==> config.mk <==
export PLATFORM = sky130hd
export DESIGN_NAME = demux_gather_4_flat
export DESIGN_NICKNAME = d
export VERILOG_FILES = /design/src/rtl/demux_gather_4_pkg.sv /design/src/rtl/demux_gather_4_if.sv /design/src/rtl/demux_gather_4_lane_slot.sv /design/src/rtl/demux_gather_4.sv /design/src/flat_wrapper.sv
export SDC_FILE = /design/constraint.sdc
export NUM_CORES = 1
export LEC_CHECK = 0
export CORE_AREA = 2 2 40 42
export DETAILED_ROUTE_END_ITERATION = 10
export DIE_AREA = 0 0 42 44
export PLACE_DENSITY = 0.72
export SLEW_MARGIN = 20
export SYNTH_ARGS = -nofsm -noshare
export SYNTH_HDL_FRONTEND = slang
export SYNTH_HIERARCHICAL = 1
export SYNTH_SLANG_ARGS = --single-unit
==> constraint.sdc <==
create_clock -name clk -period 1.88 [get_ports clk]
set_clock_uncertainty 0.1 [all_clocks]
set_input_delay 0.188 -clock clk [delete_from_list [all_inputs] [get_ports clk]]
set_output_delay 0.188 -clock clk [all_outputs]
set_load 0.02 [all_outputs]
==> src/rtl/demux_gather_4_pkg.sv <==
// Shared definitions for the 4-lane time-multiplexed bus stages.
// Lane count, lane select type and one-hot lane decode.
package mux_demux_pkg;

    localparam int LANES = 4;
    localparam int SEL_W = 2;

    typedef logic [SEL_W-1:0] lane_sel_t;

    function automatic logic [3:0] onehot4(lane_sel_t sel);
        return 4'b0001 << sel;
    endfunction

endpackage

==> src/rtl/demux_gather_4_if.sv <==
// Handshake bundle between the shared-bus side and the gathered-frame side.
// The master drives words in and takes frames out; the slave is the gatherer.
interface demux_gather_4_if #(parameter int WIDTH = 2);
    import mux_demux_pkg::*;

    logic [WIDTH-1:0]             in_data;
    lane_sel_t                    in_sel;
    logic                         in_valid;
    logic                         in_ready;
    logic [LANES-1:0][WIDTH-1:0]  outp;
    logic                         out_valid;
    logic                         out_ready;
    logic [LANES-1:0]             fill_mask;

    modport master (
        output in_data, in_sel, in_valid, out_ready,
        input  in_ready, outp, out_valid, fill_mask
    );

    modport slave (
        input  in_data, in_sel, in_valid, out_ready,
        output in_ready, outp, out_valid, fill_mask
    );

endinterface

==> src/rtl/demux_gather_4_lane_slot.sv <==
// One lane of the gather buffer: a data word and a bit saying it is filled.
// A write wins over a clear so a drain edge can start the next frame.
module lane_slot #(
    parameter int WIDTH = 2
) (
    input  logic             clk,
    input  logic             rst,
    input  logic             wr_en,
    input  logic             clr,
    input  logic [WIDTH-1:0] d,
    output logic [WIDTH-1:0] q_o,
    output logic             fill_o
);

    logic [WIDTH-1:0] data_q, data_d;
    logic             fill_q, fill_d;

    always_comb begin
        data_d = data_q;
        fill_d = fill_q;
        if (wr_en) begin
            data_d = d;
            fill_d = 1'b1;
        end else if (clr) begin
            fill_d = 1'b0;
        end
    end

    always_ff @(posedge clk) begin
        if (rst) begin
            data_q <= '0;
            fill_q <= 1'b0;
        end else begin
            data_q <= data_d;
            fill_q <= fill_d;
        end
    end

    assign q_o    = data_q;
    assign fill_o = fill_q;

endmodule

==> src/rtl/demux_gather_4.sv <==
// Gathers tagged words from the shared bus into 4-lane frames.
// A frame is offered once every lane holds a word; draining frees all lanes.
module demux_gather_4
    import mux_demux_pkg::*;
#(
    parameter int WIDTH = 2
) (
    input logic              clk,
    input logic              rst,
    demux_gather_4_if.slave  bus
);

    logic [LANES-1:0][WIDTH-1:0] laneData;
    logic [LANES-1:0]            fill;
    logic [LANES-1:0]            wrEn;
    logic                        frameValid;
    logic                        drain;
    logic                        inReady;
    logic                        accept;

    assign frameValid = &fill;
    assign drain      = frameValid && bus.out_ready;
    // A filled lane only accepts when the frame holding it leaves on this edge.
    assign inReady    = !rst && (!fill[bus.in_sel] || drain);
    assign accept     = bus.in_valid && inReady;
    assign wrEn       = accept ? onehot4(bus.in_sel) : '0;

    for (genvar i = 0; i < LANES; i++) begin : g_slot
        lane_slot #(.WIDTH(WIDTH)) u_slot (
            .clk    (clk),
            .rst    (rst),
            .wr_en  (wrEn[i]),
            .clr    (drain),
            .d      (bus.in_data),
            .q_o    (laneData[i]),
            .fill_o (fill[i])
        );
    end

    assign bus.in_ready  = inReady;
    assign bus.outp      = laneData;
    assign bus.out_valid = frameValid;
    assign bus.fill_mask = fill;

endmodule

==> src/flat_wrapper.sv <==
// flat-port wrapper written by rule: the top's interface ports become plain ports
module demux_gather_4_flat import mux_demux_pkg::*;
#(
    parameter int WIDTH = 2
)
  (clk, rst, bus_in_data, bus_in_sel, bus_in_valid, bus_out_ready, bus_in_ready, bus_outp, bus_out_valid, bus_fill_mask);
  demux_gather_4_if #(.WIDTH(WIDTH)) bus_i ();
  input logic clk;
  input logic rst;
  input wire logic [$bits(bus_i.in_data)-1:0] bus_in_data;
  input wire logic [$bits(bus_i.in_sel)-1:0] bus_in_sel;
  input wire logic [$bits(bus_i.in_valid)-1:0] bus_in_valid;
  input wire logic [$bits(bus_i.out_ready)-1:0] bus_out_ready;
  output wire logic [$bits(bus_i.in_ready)-1:0] bus_in_ready;
  output wire logic [$bits(bus_i.outp)-1:0] bus_outp;
  output wire logic [$bits(bus_i.out_valid)-1:0] bus_out_valid;
  output wire logic [$bits(bus_i.fill_mask)-1:0] bus_fill_mask;
  assign bus_i.in_data = bus_in_data;
  assign bus_i.in_sel = bus_in_sel;
  assign bus_i.in_valid = bus_in_valid;
  assign bus_i.out_ready = bus_out_ready;
  assign bus_in_ready = bus_i.in_ready;
  assign bus_outp = bus_i.outp;
  assign bus_out_valid = bus_i.out_valid;
  assign bus_fill_mask = bus_i.fill_mask;
  demux_gather_4 #(.WIDTH(WIDTH)) u_core (.clk(clk), .rst(rst), .bus(bus_i));
endmodule
==> impl_metrics.py, run 1 <==
metrics = {
    "run_status": {
        "run_status": "finished clean",
    },
    "synth": {
        "ys_warn_count": 6,
        "yosysMostFrequentCell": "dfxtp_1",
        "ys.flop_type": "dfxtp_1",
        "synthTopCellsByCount": "dfxtp_1, nor2_1, mux2i_1",
        "netlist_instances": 58,
        "seq_area_frac_synth_pct": 44.9,
        "syn_avg_cell_area_um2": 9.23,
        "syn_nets": 66,
        "synth_edf_count": 0,
        "synth_top_area_share_pct": 44.9,
        "ys_top_cells_by_area": "dfxtp_1, mux2i_1, nor2_1",
        "synth_cell_types": 15,
        "postSynth.asyncResetShare_pct": 0,
        "yosysTopAreaCell": "dfxtp_1",
        "ys_ff_latch": 12,
        "syn_area_um2": 536,
    },
    "final_layout": {
        "diodes": 0,
        "layout-drive-gt1-share_pct": 21.1,
        "final_cells": 111,
        "fin_area_um2": 890,
        "final_nets": 104,
        "multiInputGateArea_um2": 273,
        "fill_cells": 137,
        "regArea_um2": 240,
        "area_growth_pct": 66.1,
    },
    "global_routing": {
        "grt-ovfl-total": 0,
        "grt_pass1_vias": 573,
        "grt_max_degree": 9,
        "grt_antenna_before_repair": 0,
        "grt_pass1_wl_um": 2450,
        "track_usage_pct": 17.6,
    },
    "setup_path": {
        "required_ps": 1590,
        "cpPeakStageDelay_ps": 520,
        "path_buf_inv": 2,
        "slowest_stage": "mux4_2",
        "path_cells": "clkdlybuf4s50_1 > mux4_2 > a21oi_2 > buf_2",
        "crit_type": "in -> out",
        "cp-start-kind": "input port",
        "worst_ep_arrival_time_ps": 1520,
        "end_kind": "output port",
        "critPathTopFamily": "buffers and inverters",
        "critPathMaxFanout": 2,
    },
    "cts": {
        "worstSkewPairLatency_ps": 270,
        "htreeDepth": 1,
        "cts_sinks": 12,
        "cts_setup_buffers": 0,
        "cts_buffer_depth": 2,
        "holdBufCountCts": 0,
        "cts_made_buffers": 3,
        "cts-root-buf": "clkbuf_4",
        "clk_pin_slew_worst_paths_ps": 80,
        "cts_tree": "built",
    },
    "routing": {
        "wl_um": 1360,
        "drt_iter0_markers": 7,
        "ant_nets": 0,
        "vias_per_cell": 4.92,
        "drc": 0,
        "firstDrtPassIters": 4,
        "routedWlPerCell_um": 12.2,
        "num_vias": 546,
    },
    "sta": {
        "hold_violations": 0,
        "hold_ws_ps": 398,
        "rsz0062_at_grt": "false",
        "relSlewSlack_pct": 79.9,
        "setup_viol": 0,
        "fmaxAchievable_ghz": 0.553,
        "min_period_ps": 1810,
        "final_max_slew_viol_count": 0,
        "period_share_pct": 96.3,
        "worst_pin_slew_ps": 301,
    },
    "placement": {
        "place_congestion": 0.729,
        "dpl_cell_area_um2": 856,
        "detailed_place_hpwl_um": 1050,
        "port_buffers": 21,
        "dp_cells": 107,
    },
    "floorplan": {
        "die_h_um": 44,
        "core_um2": 1420,
        "start_util_pct": 37.7,
        "die_area_um2": 1850,
        "fp-row-count": 14,
        "ios": 22,
        "die_x_um": 42,
    },
    "power_and_ir_drop": {
        "power.density_nw_per_um2": 621,
        "sw_frac_of_total_pct": 23.3,
        "irDropWorstVdd_uv": 551,
        "leakagePower_nw": 0.357,
        "clockPowerShare_pct": 36.7,
        "p_int_mw": 0.424,
        "p_sw_mw": 0.129,
        "seqPwrFrac_pct": 47.9,
        "p_comb_share_pct": 15.4,
        "power.total_mw": 0.553,
    },
    "job": {
        "cap_viol_max_count": 0,
    },
    "hold_path": {
        "hold_path_class": "reg -> reg",
    },
}
## placed cells by master (no fill, tap or decap)
cell type	synthesis	layout
dlymetal6s2s_1	0	1
buf_4	0	12
buf_2	0	1
nand2b_1	4	4
mux2i_1	8	8
nor2_1	9	9
and3_1	1	1
a21oi_2	1	1
nand2_1	3	3
a211oi_1	4	4
a21oi_1	4	4
nand4_1	2	2
mux4_2	1	1
nand3b_1	1	1
and4_2	1	1
inv_1	6	6
nand3_1	1	1
dfxtp_1	12	12
clkbuf_8	0	1
clkdlybuf4s50_1	0	19
clkbuf_4	0	3
## worst min-delay path, stage by stage (launching register included)
cell and delay, ps:
dfxtp_1 330, mux2i_1 60, nor2_1 70
## repair_timing
item | 4_1_cts | 5_1_grt
cloned | 0 | 0
setup endpoints to repair | 1 | 1
resized for setup | 4 | 1
pin swaps | 0 | 0
## metal layers
metal  share of wire, %  GRT usage (%)  up-vias
met3                5.6           3.33        2
met4                1.0           9.68        0
met1                 42           19.7      250
met2                 51           31.6       18
met5                  0              0        -
li1                   -              -      276
## metrics by stage
stage / setup slack, ps / util [%] / setup TNS, ps
after floorplan: 189 / - / 0
after global placement: -354 / 60.3 / -354
after detailed placement: -386 / 60.3 / -386
after CTS: 3.27 / 62.5 / 0
after global routing: 12.4 / 62.7 / 0
final: 70.2 / 62.7 / 0
## final cells by class
type	count	share of cell area, %
timing repair buffer	33	33.5
tap	16	2.25
clock buffer	4	4.08
inverter	6	2.53
sequential	12	27.0
multi-input combinational	40	30.7
## power groups by stage
stage                     combinational, mW  clock, mW  sequential, mW
after global placement               0.0856          0           0.271
after floorplan                      0.0210          0           0.281
final                                0.0850      0.203           0.265
after global routing                 0.0915      0.225           0.266
after detailed placement             0.0868          0           0.271
after CTS                            0.0858      0.210           0.265
## state kept, by name, indices dropped and copies added, names as in the netlist
signal                       count
u_core/g_slot.u_slot/q_o         8
u_core/g_slot.u_slot/fill_o      4
## logic make-up after synthesis
group | count (synthesis) | share of synthesized area [%]
AO/OA/AOI/OAI | 9 | 11.0
AND/OR/NAND/NOR | 22 | 20.8
flip-flops | 12 | 44.9
buffers and inverters | 6 | 4.21
multiplexers | 9 | 19.2
## final timing paths
| path | startpoint | endpoint | slack [ps] | cells past startpoint |
|---|---|---|---|---|
| setup / recovery | bus_in_sel[0] | bus_in_ready | 70 | 4 |
| hold reg to reg | u_core/g_slot[1].u_slot/q_o[0] | u_core/g_slot[1].u_slot/q_o[0] | 400 | 2 |
| setup reg to reg | u_core/g_slot[0].u_slot/fill_o | u_core/g_slot[2].u_slot/q_o[0] | 270 | 7 |
| hold / removal | u_core/g_slot[1].u_slot/q_o[0] | u_core/g_slot[1].u_slot/q_o[0] | 400 | 2 |
Power figures use the tool's default switching activity.
==> inputs of run 2 (changes only) <==
Settings changed: MAX_ROUTING_LAYER set to met4.
==> run 2 against run 1 <==
- non-clock buffer count unchanged
- clock power about the same
- register-to-register slack improved by 40 ps
- largest cell class unchanged
- fmax about the same
==> impl_metrics.py, run 2 (synthesis results as in run 1) <==
metrics = {
    "setup_path": {
        "crit_type": "in -> out",
        "cpPeakStageDelay_ps": 520,
        "end_kind": "output port",
        "cp-start-kind": "input port",
        "path_cells": "clkdlybuf4s50_1 > mux4_2 > a21oi_2 > buf_2",
        "slowest_stage": "mux4_2",
        "critPathMaxFanout": 2,
        "worst_ep_arrival_time_ps": 1520,
        "required_ps": 1590,
    },
    "hold_path": {
        "hold_path_class": "reg -> reg",
    },
    "cts": {
        "clk_pin_slew_worst_paths_ps": 80,
        "worstSkewPairLatency_ps": 270,
        "cts_sinks": 12,
        "cts_setup_buffers": 0,
        "cts-root-buf": "clkbuf_4",
        "cts_tree": "built",
        "cts_buffer_depth": 2,
        "cts_made_buffers": 3,
        "holdBufCountCts": 0,
        "htreeDepth": 1,
    },
    "sta": {
        "rsz0062_at_grt": "false",
        "finalSetupTns_ps": 0,
        "hold_violations": 0,
        "setup_viol": 0,
        "hold_ws_ps": 399,
        "final_max_slew_viol_count": 0,
        "worst_pin_slew_ps": 294,
        "fmaxAchievable_ghz": 0.553,
        "relSlewSlack_pct": 80.3,
        "min_period_ps": 1810,
        "setup_ws_ps": 70.4,
        "period_share_pct": 96.3,
    },
    "placement": {
        "place_ws_ps": -386,
        "port_buffers": 21,
        "place_congestion": 0.738,
        "dpl_cell_area_um2": 856,
        "detailed_place_hpwl_um": 1050,
        "dp_cells": 107,
    },
    "job": {
        "cap_viol_max_count": 0,
    },
    "routing": {
        "routed.top_layer": "met4",
        "vias_per_cell": 4.88,
        "drt_iter0_markers": 4,
        "drc": 0,
        "ant_nets": 0,
        "dr_wl_met2_um": 675,
        "routedWlPerCell_um": 12.1,
        "met3_length_um": 64,
        "wl_met1_um": 594,
        "wl_um": 1350,
        "num_vias": 542,
        "firstDrtPassIters": 2,
    },
    "floorplan": {
        "ios": 22,
        "start_util_pct": 37.7,
        "die_h_um": 44,
        "die_x_um": 42,
        "fp-row-count": 14,
        "core_um2": 1420,
        "die_area_um2": 1850,
    },
    "final_layout": {
        "layout-drive-gt1-share_pct": 21.1,
        "final_cells": 111,
        "diodes": 0,
        "final_common_cell": "clkdlybuf4s50_1",
        "largest_register_ffs": 8,
        "final_cell_mix": "clkdlybuf4s50_1, buf_4, dfxtp_1, nor2_1, mux2i_1",
        "final_nets": 104,
        "area_growth_pct": 66.1,
        "fin_area_um2": 890,
        "utilization_pct": 62.7,
    },
    "global_routing": {
        "grt_antenna_before_repair": 0,
        "grt-ovfl-total": 0,
        "track_usage_pct": 18.2,
        "grt_pass1_vias": 573,
        "grt_max_degree": 9,
        "grt_pass1_wl_um": 2450,
    },
    "power_and_ir_drop": {
        "p_sw_mw": 0.129,
        "seqPwrFrac_pct": 47.9,
        "irDropWorstVdd_uv": 551,
        "sw_frac_of_total_pct": 23.3,
        "power.total_mw": 0.553,
        "power.density_nw_per_um2": 621,
        "clockPowerShare_pct": 36.7,
        "p_comb_share_pct": 15.3,
        "p_int_mw": 0.424,
        "leakagePower_nw": 0.357,
    },
    "run_status": {
        "run_status": "finished clean",
    },
}
==> run 2: cell counts in the layout (fill, tap and decap cells not counted) <==
Identical to the previous run, type by type.
==> run 2: power by group through the flow <==
stage	Clock, mW	Sequential, mW	Combinational [mW]
2_1_floorplan	0	0.281	0.0210
3_5_place_dp	0	0.271	0.0868
3_3_place_gp	0	0.271	0.0856
5_1_grt	0.225	0.266	0.0915
6_report	0.203	0.265	0.0848
4_1_cts	0.210	0.265	0.0858
==> run 2: path summary, 6_finish.rpt <==
| path | start | end | slack (ps) | depth (start not counted) |
|---|---|---|---|---|
| min | u_core/g_slot[1].u_slot/q_o[0] | u_core/g_slot[1].u_slot/q_o[0] | 400 | 2 |
| max reg2reg | u_core/g_slot[0].u_slot/fill_o | u_core/g_slot[2].u_slot/q_o[0] | 310 | 7 |
| min reg2reg | u_core/g_slot[1].u_slot/q_o[0] | u_core/g_slot[1].u_slot/q_o[0] | 400 | 2 |
| max | bus_in_sel[0] | bus_in_ready | 70 | 4 |
==> run 2: metal layers <==
metal  up-vias  track usage, %
met5         -               -
met4         0            9.68
met3         2            2.92
met2        18            31.6
met1       247            19.9
li1        275               -
==> run 2: final cells by class <==
| class | instances | area, um2 |
|---|---|---|
| Clock buffer | 4 | 36.3 |
| Fill cell | 137 | 529 |
| Inverter | 6 | 22.5 |
| Multi-Input combinational cell | 40 | 273 |
| Sequential cell | 12 | 240 |
| Tap cell | 16 | 20.0 |
| Timing Repair Buffer | 33 | 298 |
==> run 2: repair_timing <==
| action | in CTS | in global routing |
|---|---|---|
| pin swaps | 0 | 0 |
| endpoints found under the setup margin | 1 | 1 |
| gates cloned | 0 | 0 |
| resized for setup | 4 | 1 |
==> run 2: critical path: cells and delay by family <==
kind / cells / cell delay, ps
AOI/OAI and AO/OA: 1 / 140
muxes: 1 / 520
buffers and inverters: 2 / 670
